`src/rtl/fifo_wr_arbiter.sv`:
```
// fifo_wr_arbiter
// Round-robin write arbiter that lets four requesters share one FIFO write
// port. A requester that wins arbitration owns the port for a burst of up
// to BURST beats. The burst ends early when the owner marks a beat with
// 'last' or drops its request. Every burst is followed by exactly one idle
// cycle, and that cycle is where the next winner is chosen.
//
// Parameters
//   WIDTH       data width of each requester lane and of the FIFO write port
//   BURST       maximum beats per grant (1..16)
// Ports
//   clk         rising-edge clock
//   res         synchronous reset, active low
//   req[3:0]    per-requester write request
//   last[3:0]   per-requester end-of-burst marker, qualified by req
//   req_data    requester i data at [i*WIDTH +: WIDTH]
//   full        downstream FIFO full flag
//   fifo_wr_en  FIFO write enable
//   fifo_wdata  FIFO write data (lane of the owner while busy, else 0)
//   gnt[3:0]    one-hot strobe: the owner's beat is written this cycle
//   busy        high while a requester owns the port
//   owner[1:0]  current or most recent grant holder
module fifo_wr_arbiter #(
    parameter int WIDTH = 8,
    parameter int BURST = 4
) (
    input  logic               clk,
    input  logic               res,
    input  logic [3:0]         req,
    input  logic [3:0]         last,
    input  logic [4*WIDTH-1:0] req_data,
    input  logic               full,
    output logic               fifo_wr_en,
    output logic [WIDTH-1:0]   fifo_wdata,
    output logic [3:0]         gnt,
    output logic               busy,
    output logic [1:0]         owner
);

    typedef enum logic {
        IDLE  = 1'b0,
        GRANT = 1'b1
    } state_t;

    localparam logic [3:0] LAST_BEAT = 4'(BURST - 1);

    state_t           state;
    logic [1:0]       owner_q;
    logic [1:0]       last_owner;
    logic [3:0]       beat_cnt;
    logic [1:0]       next_pick;
    logic [1:0]       cand;
    logic             accept;
    logic [WIDTH-1:0] lane [4];

    // Split the packed request data into lanes.
    always_comb begin
        for (int i = 0; i < 4; i++) begin
            lane[i] = req_data[i*WIDTH +: WIDTH];
        end
    end

    // Rotating priority: scan last_owner+4 down to last_owner+1. Later hits
    // overwrite earlier ones, so the requester closest after last_owner wins.
    // An offset of 4 wraps to last_owner itself, so it has the lowest priority.
    always_comb begin
        next_pick = last_owner;
        cand      = last_owner;
        for (int k = 4; k >= 1; k--) begin
            cand = last_owner + 2'(k);
            if (req[cand]) begin
                next_pick = cand;
            end
        end
    end

    // All outputs are gated by res. This keeps them quiet in the reset cycle
    // itself, even when the registers still hold a burst in progress.
    always_comb begin
        busy       = res && (state == GRANT);
        accept     = busy && req[owner_q] && !full;
        fifo_wr_en = accept;
        gnt        = accept ? (4'b0001 << owner_q) : 4'b0000;
        fifo_wdata = busy ? lane[owner_q] : '0;
        owner      = res ? owner_q : 2'd0;
    end

    // Two-state control FSM.
    // While full is high the burst stalls in place, and the last marker is
    // not consumed until its beat is actually written.
    always_ff @(posedge clk) begin
        if (!res) begin
            state      <= IDLE;
            owner_q    <= 2'd0;
            last_owner <= 2'd3;
            beat_cnt   <= 4'd0;
        end else begin
            case (state)
                IDLE: begin
                    if (|req) begin
                        owner_q    <= next_pick;
                        last_owner <= next_pick;
                        beat_cnt   <= 4'd0;
                        state      <= GRANT;
                    end
                end
                GRANT: begin
                    if (!req[owner_q]) begin
                        state <= IDLE;
                    end else if (accept) begin
                        beat_cnt <= beat_cnt + 4'd1;
                        if (last[owner_q] || (beat_cnt == LAST_BEAT)) begin
                            state <= IDLE;
                        end
                    end
                end
                default: state <= IDLE;
            endcase
        end
    end

endmodule

```
`config.mk`:
```
export PLATFORM = sky130hd
export DESIGN_NAME = fifo_wr_arbiter
export DESIGN_NICKNAME = d
export VERILOG_FILES = /design/src/rtl/fifo_wr_arbiter.sv
export SDC_FILE = /design/constraint.sdc
export NUM_CORES = 1
export LEC_CHECK = 0
export ABC_AREA = 1
export BUFFER_PORTS_ARGS = -buffer_cell sky130_fd_sc_hd__buf_2
export CAP_MARGIN = 25
export CORE_AREA = 5 5 54 56
export CTS_BUF_LIST = sky130_fd_sc_hd__clkbuf_2 sky130_fd_sc_hd__clkbuf_4 sky130_fd_sc_hd__clkbuf_8
export DETAILED_ROUTE_END_ITERATION = 12
export DIE_AREA = 0 0 59 61
export PLACE_DENSITY = 0.84
export SYNTH_ARGS = -nofsm -noshare
export SYNTH_HDL_FRONTEND = slang
export SYNTH_SLANG_ARGS = --single-unit
```
`constraint.sdc`:
```
create_clock -name clk -period 3.3 [get_ports clk]
set_input_delay 0.165 -clock clk [delete_from_list [all_inputs] [get_ports clk]]
set_output_delay 0.165 -clock clk [all_outputs]
set_load 0.005 [all_outputs]
```
==> qor.csv <==
metric,value,unit
syn2layout_area_growth,36.3,%
boundaryPins,59,
synthCells,160,
die_area,0.00360,sq mm
required,3.13,ns
cp-end-kind,output pin,
hold_viol,0,
final_cell_mix,"58 x buf_2, 53 x nand2_1, 22 x nand3_1",
clock-sinks,9,
rows,18,
grt_antenna_before_repair,0,
groute.usage.overall,15.5,%
worst-setup-path-type,register to output pin,
grt_max_degree,15,
finalCritPeriodShare,58.9,%
cts_tree,built,
wl_per_cell,11.7,um
drtIter0Drc,41,
leakage,0.000684,uW
diodes,0,
grt_pass1_vias,1080,
ant_nets,0,
cts.clk_slew.worst_paths,0.07,ns
path_buf_inv,1,
drc,0,
setup_violations,0,
cap_violations,0,
syn-cell-area,913,sq um
power_density,488,mW/mm^2
fill_cells,263,
status,completed,
dp_hpwl,2360,um
power,607,uW
vias,1236,
vdd_drop_max,0.310,mV
die_w,59,um
path_cells,"nor2_1, a22oi_1, a31oi_1, buf_2",
tightest_slew,0.594,ns
timing.slew.headroom,60.3,%
syn_avg_cell_area,5.71,sq um
cpLargestDelayFamily,simple AND/OR/NAND/NOR gates,
firstDrtPassIters,5,
place_congestion,0.778,
cts_buffers,3,
ys_seq_elements,9,
cts_setup_buffers,0,
grt_pass1_wl,4420,um
tns,0,ns
grt-ovfl-total,0,
die_h,61,um
min_path_type,primary input to register,
fin_crit,1.94,ns
ys_seq_area_share,19.7,%
wirelength,2890,um
hold_buffers,0,
drv_slew,0,
vias_per_cell,4.98,
crit_path_start_kind,register,
syn_nets,204,
cts_root_buf,clkbuf_4,
critPathSlowestCell,nor2_1,
critPathArrivalTime,1.78,ns
io_buffers,58,
start_util,38.3,%
core,0.00239,sq mm
max_freq,0.514,GHz
clock_latency,0.26,ns
path_max_fanout,14,
cts_htree_levels,1,
cts_max_path_buffers,2,
drive_gt1_share,33.0,%
clock_skew,0.00799,ns
synth.distinct_cells,25,
nets,263,
rsz0062_at_grt,false,
cp_slowest_stage_delay,0.54,ns
rrSetupSlack,1.66,ns
final_common_cell,buf_2,
ys.warnings.count,0,
cts_resized,0,
[synthesized netlist by cell type]
library cell   n  area share (%)
inv_2          2            0.82
clkinv_1       1            0.41
nand3_1       22              12
nand2_1       53              22
xor2_1         1            0.96
a22oi_1        9             7.4
nor2_1        11             4.5
nand2_2        1            0.69
nand4_1        1            0.69
a31oi_1        8             5.5
clkbuf_2       1            0.55
nor2_2         2             1.4
o21ai_2        1            0.96
o22ai_2        1             1.4
or2_2          1            0.69
dfxtp_1        9              20
buf_2          3             1.6
o21ai_0        2             1.1
buf_6          1             1.2
inv_1         17             7.0
o21ai_1        2             1.1
a21oi_1        8             4.4
o21ai_4        1             1.8
ha_1           1             1.4
xnor2_1        1            0.96
[report_power, final]
part / switching (uW) / internal (uW)
Clock: 38.9 / 44.6
Combinational: 221 / 137
Sequential: 38.2 / 128
Total: 298 / 309
[registers in the layout, indices dropped and copies added (netlist names)]
name	count
beat_cnt	4
last_owner	2
owner_q	2
state	1
[final cells by class]
type	count	area, sq um	share of cell area [%]
Clock inverter	1	5.00	0.402
Sequential cell	9	180	14.5
Tap cell	30	37.5	3.02
Timing Repair Buffer	59	298	23.9
Clock buffer	3	22.5	1.81
Inverter	20	75.1	6.03
Multi-Input combinational cell	126	627	50.4
[metal layers]
| layer | global-route usage (%) | vias up | wire length [um] |
|---|---|---|---|
| met2 | 29.5 | 61 | 1360 |
| met3 | 5.11 | 0 | 359 |
| li1 | - | 650 | - |
| met4 | 2.91 | 0 | 0 |
| met5 | 0 | - | 0 |
| met1 | 16.8 | 525 | 1170 |
[cells by family after synthesis]
| logic type | after synthesis | synth area share [%] |
|---|---|---|
| flip-flops | 9 | 19.7 |
| AND/OR/NAND/NOR | 91 | 41.8 |
| AO/OA/AOI/OAI | 32 | 23.6 |
| XOR/XNOR | 2 | 1.92 |
| buffers and inverters | 25 | 11.6 |
| adder cells (fa/ha/maj) | 1 | 1.37 |
[through the flow]
step | util, % | worst slack (ns) | hold WS, ns | cell area [sq um] | instances
global placement | 50.7 | 1.59 | 0.506 | 1210 | 243
floorplan | - | 2.07 | 0.447 | 913 | 160
global route | 52.1 | 1.18 | 0.242 | 1240 | 248
CTS | 51.8 | 1.37 | 0.232 | 1240 | 247
detailed placement | 50.7 | 1.53 | 0.498 | 1210 | 243
finish | 52.1 | 1.36 | 0.237 | 1240 | 248
[path summary, 6_finish.rpt]
check	start	cells after the start	endpoint
min	res	3	owner_q[1]
max	owner_q[1]	4	fifo_wdata[0]
max reg2reg	owner_q[1]	7	state
min reg2reg	beat_cnt[1]	2	beat_cnt[1]
[tightest hold or removal path, cell delays in order]
cell	delay, ns
buf_2	0.15
nand3_1	0.09
nand2_1	0.04
Note: power is estimated with default switching activity, not from simulation.
